`config.mk`:
```
export PLATFORM = sky130hd
export DESIGN_NAME = ws2812_channel_serializer_flat
export DESIGN_NICKNAME = d
export VERILOG_FILES = /design/src/rtl/ws2812_channel_serializer_pkg.sv /design/src/rtl/ws2812_channel_serializer_if.sv /design/src/rtl/ws2812_channel_serializer_bit_timer.sv /design/src/rtl/ws2812_channel_serializer.sv /design/src/flat_wrapper.sv
export SDC_FILE = /design/constraint.sdc
export NUM_CORES = 1
export LEC_CHECK = 0
export ABC_AREA = 1
export CORE_ASPECT_RATIO = 1.1
export CORE_MARGIN = 2
export CORE_UTILIZATION = 44
export DETAILED_ROUTE_END_ITERATION = 10
export GPL_TIMING_DRIVEN = 0
export PLACE_DENSITY = 0.68
export SLEW_MARGIN = 20
export SYNTH_ARGS = -nofsm -noshare
export SYNTH_HDL_FRONTEND = slang
export SYNTH_HIERARCHICAL = 1
export SYNTH_SLANG_ARGS = --single-unit
```
`constraint.sdc`:
```
create_clock -name clk -period 2.8 [get_ports clk]
set_clock_uncertainty 0.2 [all_clocks]
set_input_delay 0.28 -clock clk [delete_from_list [all_inputs] [get_ports clk]]
set_output_delay 0.28 -clock clk [all_outputs]
set_load 0.02 [all_outputs]
```
`src/rtl/ws2812_channel_serializer_pkg.sv`:
```
// Shared definitions for the WS2812 channel serializer.
// Holds the FSM state encoding, default timing constants for a 50 MHz clock
// and a helper that sizes counters so that a count of 1 still gets one bit.
package ws2812_channel_serializer_pkg;

  localparam int unsigned DefNumChannels = 5;
  localparam int unsigned DefPixelBits   = 24;
  localparam int unsigned DefBitCycles   = 63;    // 1.25 us
  localparam int unsigned DefT0hCycles   = 20;
  localparam int unsigned DefT1hCycles   = 40;
  localparam int unsigned DefLatchCycles = 2800;  // 56 us

  typedef enum logic [1:0] {
    StIdle,
    StShift,
    StLatch,
    StDone
  } state_e;

  function automatic int unsigned cnt_width(input int unsigned n);
    return (n > 1) ? $clog2(n) : 1;
  endfunction

endpackage

```
`src/rtl/ws2812_channel_serializer_if.sv`:
```
// Pixel stream interface: valid/ready transfer of one pixel word plus an
// end-of-strand marker.
//   pix_data  - pixel word, MSB transmitted first
//   pix_last  - this pixel ends the strand
//   pix_valid - source has a pixel
//   pix_ready - sink takes the pixel when pix_valid & pix_ready
interface ws2812_channel_serializer_if
  import ws2812_channel_serializer_pkg::*;
#(
  parameter int unsigned PIXEL_BITS = DefPixelBits
) ();

  logic [PIXEL_BITS-1:0] pix_data;
  logic                  pix_last;
  logic                  pix_valid;
  logic                  pix_ready;

  modport master (
    output pix_data,
    output pix_last,
    output pix_valid,
    input  pix_ready
  );

  modport slave (
    input  pix_data,
    input  pix_last,
    input  pix_valid,
    output pix_ready
  );

endinterface

```
`src/rtl/ws2812_channel_serializer_bit_timer.sv`:
```
// Bit-period timer for the WS2812 serializer.
// Counts cyc over 0..BIT_CYCLES-1 while run is high and decides whether the
// line is in the high part of the current bit.
//   clk, rst   - clock, asynchronous active-high reset
//   run        - a bit is being transmitted this cycle
//   start      - restart the bit period at cyc=0 on the next cycle
//   bit_val    - value of the bit currently being sent
//   line_high  - current cycle lies inside the high time of the bit
//   bit_end    - current cycle is the last one of the bit period
module ws2812_channel_serializer_bit_timer
  import ws2812_channel_serializer_pkg::*;
#(
  parameter int unsigned BIT_CYCLES = DefBitCycles,
  parameter int unsigned T0H_CYCLES = DefT0hCycles,
  parameter int unsigned T1H_CYCLES = DefT1hCycles
) (
  input  logic clk,
  input  logic rst,
  input  logic run,
  input  logic start,
  input  logic bit_val,
  output logic line_high,
  output logic bit_end
);

  localparam int unsigned     CycW    = cnt_width(BIT_CYCLES);
  localparam logic [CycW-1:0] CycLast = CycW'(BIT_CYCLES - 1);
  localparam logic [CycW-1:0] T0h     = CycW'(T0H_CYCLES);
  localparam logic [CycW-1:0] T1h     = CycW'(T1H_CYCLES);

  logic [CycW-1:0] cyc_q, cyc_d;
  logic [CycW-1:0] thigh;

  always_comb begin
    thigh     = bit_val ? T1h : T0h;
    line_high = run && (cyc_q < thigh);
    bit_end   = run && (cyc_q == CycLast);
    // Counter parks at zero when idle so a fresh bit always starts at cyc=0.
    if (start || !run || bit_end) begin
      cyc_d = '0;
    end else begin
      cyc_d = cyc_q + CycW'(1);
    end
  end

  always_ff @(posedge clk or posedge rst) begin
    if (rst) begin
      cyc_q <= '0;
    end else begin
      cyc_q <= cyc_d;
    end
  end

endmodule

```
`src/rtl/ws2812_channel_serializer.sv`:
```
// WS2812 channel serializer.
// Turns a valid/ready stream of pixels into WS2812 NRZ waveforms on the LED
// lines picked by a one-hot channel select, holds all lines low for the
// latch time after the last pixel of a strand, then strobes chan_done so the
// channel counter advances.
//   clk, rst   - clock, asynchronous active-high reset
//   sel        - channel select, sampled at each pixel accept
//   pix        - pixel stream (slave side)
//   dout       - registered LED data lines
//   busy       - high from pixel accept until the strand has finished
//   chan_done  - one-cycle strobe after the latch time
module ws2812_channel_serializer
  import ws2812_channel_serializer_pkg::*;
#(
  parameter int unsigned NUM_CHANNELS = DefNumChannels,
  parameter int unsigned PIXEL_BITS   = DefPixelBits,
  parameter int unsigned BIT_CYCLES   = DefBitCycles,
  parameter int unsigned T0H_CYCLES   = DefT0hCycles,
  parameter int unsigned T1H_CYCLES   = DefT1hCycles,
  parameter int unsigned LATCH_CYCLES = DefLatchCycles
) (
  input  logic                       clk,
  input  logic                       rst,
  input  logic [NUM_CHANNELS-1:0]    sel,
  ws2812_channel_serializer_if.slave pix,
  output logic [NUM_CHANNELS-1:0]    dout,
  output logic                       busy,
  output logic                       chan_done
);

  localparam int unsigned       IdxW      = cnt_width(PIXEL_BITS);
  localparam logic [IdxW-1:0]   IdxLast   = IdxW'(PIXEL_BITS - 1);
  localparam int unsigned       LatchW    = cnt_width(LATCH_CYCLES);
  localparam logic [LatchW-1:0] LatchLast = LatchW'(LATCH_CYCLES - 1);

  state_e                  state_q, state_d;
  logic [PIXEL_BITS-1:0]   shreg_q, shreg_d;
  logic                    last_q, last_d;
  logic [NUM_CHANNELS-1:0] sel_q, sel_d;
  logic [IdxW-1:0]         bit_idx_q, bit_idx_d;
  logic [LatchW-1:0]       latch_cnt_q, latch_cnt_d;
  logic [NUM_CHANNELS-1:0] dout_q, dout_d;
  logic                    chan_done_q, chan_done_d;

  logic timer_run, timer_start, line_high, bit_end;
  logic final_bit_end, accept;

  ws2812_channel_serializer_bit_timer #(
    .BIT_CYCLES (BIT_CYCLES),
    .T0H_CYCLES (T0H_CYCLES),
    .T1H_CYCLES (T1H_CYCLES)
  ) u_bit_timer (
    .clk       (clk),
    .rst       (rst),
    .run       (timer_run),
    .start     (timer_start),
    .bit_val   (shreg_q[PIXEL_BITS-1]),
    .line_high (line_high),
    .bit_end   (bit_end)
  );

  assign timer_run     = (state_q == StShift);
  assign final_bit_end = bit_end && (bit_idx_q == '0);

  // Ready in the last cycle of a non-final pixel lets the next pixel follow
  // with no low gap between bit periods.
  assign pix.pix_ready = !rst && ((state_q == StIdle) ||
                                  (final_bit_end && !last_q));
  assign accept        = pix.pix_valid && pix.pix_ready;

  always_comb begin
    state_d     = state_q;
    shreg_d     = shreg_q;
    last_d      = last_q;
    sel_d       = sel_q;
    bit_idx_d   = bit_idx_q;
    latch_cnt_d = latch_cnt_q;
    timer_start = 1'b0;

    unique case (state_q)
      StIdle: ;
      StShift: begin
        if (bit_end) begin
          if (bit_idx_q != '0) begin
            shreg_d   = shreg_q << 1;
            bit_idx_d = bit_idx_q - IdxW'(1);
          end else if (last_q) begin
            state_d     = StLatch;
            latch_cnt_d = '0;
          end else begin
            state_d = StIdle;
          end
        end
      end
      StLatch: begin
        if (latch_cnt_q == LatchLast) begin
          state_d = StDone;
        end else begin
          latch_cnt_d = latch_cnt_q + LatchW'(1);
        end
      end
      StDone: state_d = StIdle;
      default: state_d = StIdle;
    endcase

    // Accept only occurs in IDLE or the final bit cycle; it overrides both.
    if (accept) begin
      state_d     = StShift;
      shreg_d     = pix.pix_data;
      last_d      = pix.pix_last;
      sel_d       = sel;
      bit_idx_d   = IdxLast;
      timer_start = 1'b1;
    end

    dout_d      = (timer_run && line_high) ? sel_q : '0;
    // Registered like dout so the strobe lands after the last low line cycle.
    chan_done_d = (state_q == StDone);
  end

  always_ff @(posedge clk or posedge rst) begin
    if (rst) begin
      state_q     <= StIdle;
      shreg_q     <= '0;
      last_q      <= 1'b0;
      sel_q       <= '0;
      bit_idx_q   <= '0;
      latch_cnt_q <= '0;
      dout_q      <= '0;
      chan_done_q <= 1'b0;
    end else begin
      state_q     <= state_d;
      shreg_q     <= shreg_d;
      last_q      <= last_d;
      sel_q       <= sel_d;
      bit_idx_q   <= bit_idx_d;
      latch_cnt_q <= latch_cnt_d;
      dout_q      <= dout_d;
      chan_done_q <= chan_done_d;
    end
  end

  assign dout      = dout_q;
  assign chan_done = chan_done_q;
  assign busy      = (state_q != StIdle);

endmodule

```
`src/flat_wrapper.sv`:
```
// flat-port wrapper written by rule: the top's interface ports become plain ports
module ws2812_channel_serializer_flat import ws2812_channel_serializer_pkg::*;
#(
  parameter int unsigned NUM_CHANNELS = DefNumChannels,
  parameter int unsigned PIXEL_BITS   = DefPixelBits,
  parameter int unsigned BIT_CYCLES   = DefBitCycles,
  parameter int unsigned T0H_CYCLES   = DefT0hCycles,
  parameter int unsigned T1H_CYCLES   = DefT1hCycles,
  parameter int unsigned LATCH_CYCLES = DefLatchCycles
)
  (clk, rst, sel, dout, busy, chan_done, pix_pix_data, pix_pix_last, pix_pix_valid, pix_pix_ready);
  ws2812_channel_serializer_if #(.PIXEL_BITS(PIXEL_BITS)) pix_i ();
  input  logic clk;
  input  logic rst;
  input  logic [NUM_CHANNELS-1:0] sel;
  output logic [NUM_CHANNELS-1:0] dout;
  output logic busy;
  output logic chan_done;
  input wire logic [$bits(pix_i.pix_data)-1:0] pix_pix_data;
  input wire logic [$bits(pix_i.pix_last)-1:0] pix_pix_last;
  input wire logic [$bits(pix_i.pix_valid)-1:0] pix_pix_valid;
  output wire logic [$bits(pix_i.pix_ready)-1:0] pix_pix_ready;
  assign pix_i.pix_data = pix_pix_data;
  assign pix_i.pix_last = pix_pix_last;
  assign pix_i.pix_valid = pix_pix_valid;
  assign pix_pix_ready = pix_i.pix_ready;
  ws2812_channel_serializer #(.NUM_CHANNELS(NUM_CHANNELS), .PIXEL_BITS(PIXEL_BITS), .BIT_CYCLES(BIT_CYCLES), .T0H_CYCLES(T0H_CYCLES), .T1H_CYCLES(T1H_CYCLES), .LATCH_CYCLES(LATCH_CYCLES)) u_core (.clk(clk), .rst(rst), .sel(sel), .pix(pix_i), .dout(dout), .busy(busy), .chan_done(chan_done));
endmodule
```
==> run_summary.xml <==
<?xml version="1.0" encoding="UTF-8"?>
<metrics>
  <group name="routing">
    <metric name="drt-initial-drc-count" unit="">165</metric>
    <metric name="routed-via-count" unit="">3025</metric>
    <metric name="antenna_violating_nets_post_route" unit="">0</metric>
    <metric name="dr.pass1.iters" unit="">4</metric>
    <metric name="postRouteWirelength" unit="um">7404</metric>
    <metric name="detail_route.wl_per_cell" unit="um">11.83</metric>
    <metric name="vias_per_cell" unit="">4.832</metric>
    <metric name="drc_errors" unit="">0</metric>
  </group>
  <group name="placement">
    <metric name="place.gp.congestion" unit="">0.8137</metric>
    <metric name="post-place-cells" unit="">611</metric>
    <metric name="numPortBuffers" unit="">40</metric>
    <metric name="dp_hpwl" unit="um">5300</metric>
  </group>
  <group name="timing">
    <metric name="report.final.setup_viol" unit="">0</metric>
    <metric name="clock.fmax" unit="GHz">0.3855</metric>
    <metric name="slew_headroom" unit="">0.6888</metric>
    <metric name="grt_setup_unrepaired" unit="">false</metric>
    <metric name="final-hold-violation-count" unit="">0</metric>
    <metric name="number_of_pins_with_negative_max_slew_slack_in_the_final_report" unit="">0</metric>
    <metric name="timing_worst_slew_pin_value" unit="ns">0.4667</metric>
    <metric name="post-route-period-util" unit="">0.9265</metric>
    <metric name="final.min_clock_period" unit="ns">2.594</metric>
    <metric name="setup_total_negative_slack" unit="ns">0</metric>
  </group>
  <group name="grt">
    <metric name="globalRouteMet2Util" unit="">0.3068</metric>
    <metric name="grt.met3_usage" unit="">0.03653</metric>
    <metric name="grt_pass1_vias" unit="">2889</metric>
    <metric name="maximum_number_of_pins_on_one_net_before_global_route_repair" unit="">43</metric>
    <metric name="grtUsageMet1" unit="">0.2585</metric>
    <metric name="busiest_layer" unit="">met2</metric>
    <metric name="grt-ovfl-total" unit="">0</metric>
    <metric name="groute.usage.overall" unit="">0.1942</metric>
    <metric name="grt_antenna_before_repair" unit="">0</metric>
    <metric name="grt_pass1_wl" unit="um">12850</metric>
  </group>
  <group name="clock_tree">
    <metric name="tritoncts" unit="">done</metric>
    <metric name="total_of_hold_buffers_inserted_after_clock_tree_synthesis" unit="">0</metric>
    <metric name="cts.clk_slew.worst_paths" unit="ns">0.06</metric>
    <metric name="clkLatencyLatePin" unit="ns">0.34</metric>
    <metric name="numCtsBuffers" unit="">9</metric>
    <metric name="post_cts_buffers" unit="">0</metric>
    <metric name="root_buffer" unit="">clkbuf_8</metric>
    <metric name="cts_buffer_depth" unit="">2</metric>
    <metric name="tritoncts_num_sinks" unit="">61</metric>
    <metric name="htree_levels" unit="">3</metric>
  </group>
  <group name="critical_path">
    <metric name="maximum_single_stage_delay_on_the_critical_path" unit="ns">0.37</metric>
    <metric name="critical_path_peak_fanout" unit="">6</metric>
    <metric name="crit_family" unit="">simple AND/OR/NAND/NOR gates</metric>
    <metric name="worst_ep_arrival_time" unit="ns">2.11</metric>
    <metric name="critical_path_slowest_stage_cell" unit="">dfrtp_1</metric>
    <metric name="crit_path_cell_trace" unit="">inv_1 &gt; nand2_1 &gt; inv_2 &gt; nand3_1 &gt; nor2_4 &gt; inv_2 &gt; nor2_1 &gt; nand3_1 &gt; a21oi_1 &gt; clkbuf_2</metric>
    <metric name="reg2reg_from" unit="">u_core/state_q[1]</metric>
    <metric name="worst_r2r_end" unit="">u_core/u_bit_timer/cyc_q[4]</metric>
    <metric name="ff2ff_path_depth" unit="">14</metric>
    <metric name="setup.worst_path.end_class" unit="">primary output</metric>
    <metric name="crit_path_start_kind" unit="">register</metric>
    <metric name="worstPathRequired" unit="ns">2.32</metric>
    <metric name="cp_num_buf_inv" unit="">4</metric>
    <metric name="ff2ff_setup_slack" unit="ns">0.37</metric>
    <metric name="worstSetupPathType" unit="">register to primary output</metric>
  </group>
  <group name="layout">
    <metric name="area.sequential" unit="mm^2">0.001526</metric>
    <metric name="final.fill_count" unit="">743</metric>
    <metric name="post_route_cells_drive_above_1_share" unit="">0.08829</metric>
    <metric name="diodes" unit="">0</metric>
    <metric name="fin_nets" unit="">557</metric>
    <metric name="layout.core_utilization" unit="">0.5583</metric>
    <metric name="area.growth.synth_to_final" unit="%">22.78</metric>
    <metric name="multi_input_area" unit="mm^2">0.001560</metric>
    <metric name="layout.cells.non_filler" unit="">626</metric>
  </group>
  <group name="synth">
    <metric name="synth.yosys.warnings" unit="">6</metric>
    <metric name="synth_cells" unit="">465</metric>
    <metric name="yosys.area_share.simple" unit="">0.3654</metric>
    <metric name="synthAdderAreaFrac" unit="">0.02929</metric>
    <metric name="yosys_register_bits" unit="">61</metric>
    <metric name="synth.top_cell.area_share" unit="">0.4467</metric>
    <metric name="syn-cell-area" unit="mm^2">0.003417</metric>
    <metric name="synthMuxAreaShare" unit="">0</metric>
    <metric name="synth_cell_type_count" unit="">29</metric>
    <metric name="per_instance_average_area_after_synthesis" unit="um^2">7.348</metric>
    <metric name="mappedNetlistNets" unit="">506</metric>
    <metric name="ys_seq_area_frac" unit="">0.4467</metric>
    <metric name="yosys-top-cells-area" unit="">dfrtp_1 45%, nand2_1 18%, nand3_1 7.0%</metric>
    <metric name="synth_top_family_by_area" unit="">simple AND/OR/NAND/NOR gates</metric>
    <metric name="synth-compound-area-share" unit="">0.04431</metric>
    <metric name="xor_xnor_share_of_the_synthesized_area" unit="">0.01538</metric>
    <metric name="yosys.area.top_type" unit="">dfrtp_1</metric>
  </group>
  <group name="power_and_ir_drop">
    <metric name="p_total" unit="uW">1846</metric>
    <metric name="seq_power_share" unit="">0.477</metric>
    <metric name="power.ir.vdd_worst" unit="uV">340.9</metric>
    <metric name="switching_power" unit="uW">372.3</metric>
    <metric name="leakage_power" unit="uW">0.002136</metric>
    <metric name="power.switching_fraction" unit="">0.2016</metric>
    <metric name="power_density" unit="mW/mm^2">440.1</metric>
    <metric name="p_clk_frac" unit="">0.476</metric>
    <metric name="internal_power" unit="uW">1474</metric>
    <metric name="comb_pwr_share" unit="">0.046</metric>
  </group>
  <group name="run">
    <metric name="max_capacitance_violation_count" unit="">0</metric>
  </group>
  <group name="worst_hold_path">
    <metric name="worst_min_delay_path_class" unit="">input pin to asynchronous set/reset pin</metric>
  </group>
  <group name="floorplanning">
    <metric name="row_count" unit="">33</metric>
    <metric name="placeable_core_area" unit="mm^2">0.007515</metric>
    <metric name="chipHeight" unit="um">96.43</metric>
    <metric name="floorplan.initialDensity" unit="">0.4547</metric>
    <metric name="design.portCount" unit="">41</metric>
    <metric name="die-area" unit="mm^2">0.008488</metric>
    <metric name="die-width" unit="um">88.03</metric>
  </group>
  <group name="run_status">
    <metric name="outcome" unit="">completed</metric>
  </group>
</metrics>
per-layer routing:
layer | up-vias | wire length, um
li1 | 1575 | -
met3 | 10 | 313
met5 | - | 0
met2 | 54 | 3512
met4 | 0 | 94
met1 | 1386 | 3484
repair_timing:
action / CTS / global route
cloned: 0 / 0
endpoints found under the setup margin: 1 / 7
gates resized for setup: 2 / 3
cells by family after synthesis:
family / count (synthesis)
buffers and inverters: 79
and+or+nand+nor: 286
AOI/OAI and AO/OA: 25
xor gates and xnor gates: 6
adders and majority gates: 8
DFF: 61
power by group through the flow:
| stage | clock (uW) | sequential, uW | combinational [uW] |
|---|---|---|---|
| 2_1_floorplan | 0 | 898 | 27.1 |
| 3_3_place_gp | 0 | 898 | 82.7 |
| 3_5_place_dp | 0 | 898 | 86.9 |
| 4_1_cts | 906 | 881 | 87.5 |
| 5_1_grt | 944 | 880 | 95.4 |
| 6_report | 879 | 881 | 85.8 |
through the flow:
step | instance area, um^2 | setup WS (ns) | hold slack (ns)
3_3_place_gp | 3950 | -0.1679 | 0.2595
3_5_place_dp | 3973 | 0.09870 | 0.2685
6_report | 4195 | 0.2057 | 0.08508
4_1_cts | 4199 | 0.05640 | 0.07438
2_1_floorplan | 3418 | 0.6096 | -0.1290
5_1_grt | 4195 | 0.03240 | 0.09116
synthesized netlist by cell type, drive strengths merged:
master  count
inv        58
nor3        1
buf        15
xor2        4
xnor2       2
a21o        2
nand3      51
clkinv      1
o21bai      2
o211ai      2
o21ai      17
or2         2
ha          8
nor2       37
a21oi       2
nand4      28
nand3b      2
clkbuf      5
dfrtp      61
nand2     165
registers in the layout (all words and copies together), names as in the netlist:
signal and cells:
u_core/shreg_q 24, u_core/latch_cnt_q 12, u_core/u_bit_timer/cyc_q 6, u_core/bit_idx_q 5, u_core/dout 5, u_core/sel_q 5, u_core/state_q 2, u_core/chan_done 1
u_core/last_q 1
layout make-up:
| cell class | instances | share of cell area |
|---|---|---|
| clock buffer | 12 | 0.03698 |
| clock inverter | 4 | 0.01670 |
| timing repair buffer | 41 | 0.09902 |
| sequential | 61 | 0.3639 |
| inverter | 59 | 0.05279 |
| tap | 105 | 0.03132 |
| multi-input combinational | 325 | 0.3719 |
| buffer | 19 | 0.02744 |
how the worst max path moves through the flow:
stage | slack, ns | startpoint | endpoint | cells past startpoint
after floorplan | 0.61 | u_core/state_q[1] | u_core/u_bit_timer/cyc_q[3] | 15
after global placement | -0.17 | rst | u_core/shreg_q[23] | 6
after detailed placement | 0.1 | u_core/state_q[1] | pix_pix_ready | 10
after CTS | 0.06 | u_core/state_q[1] | pix_pix_ready | 10
after global routing | 0.03 | u_core/state_q[1] | pix_pix_ready | 10
final | 0.21 | u_core/state_q[1] | pix_pix_ready | 10
worst reg2reg max path, delay by kind of cell, from the launching register on:
kind                   cells  cell delay, ns
and+or+nand+nor            9            1.15
buffers and inverters      4            0.49
DFF                        1            0.37
AOI/OAI and AO/OA          1            0.11
placed cells by master, fill, tap and decap left out, drive strengths merged:
cell type	n
a21o	2
a21oi	2
buf	15
bufinv	2
clkbuf	18
clkdlybuf4s50	39
clkinv	3
dfrtp	61
ha	8
inv	58
nand2	165
nand3	51
nand3b	2
nand4	28
nor2	37
nor3	1
o211ai	2
o21ai	17
o21bai	2
or2	2
xnor2	2
xor2	4
(Power assumes the default switching activity.)
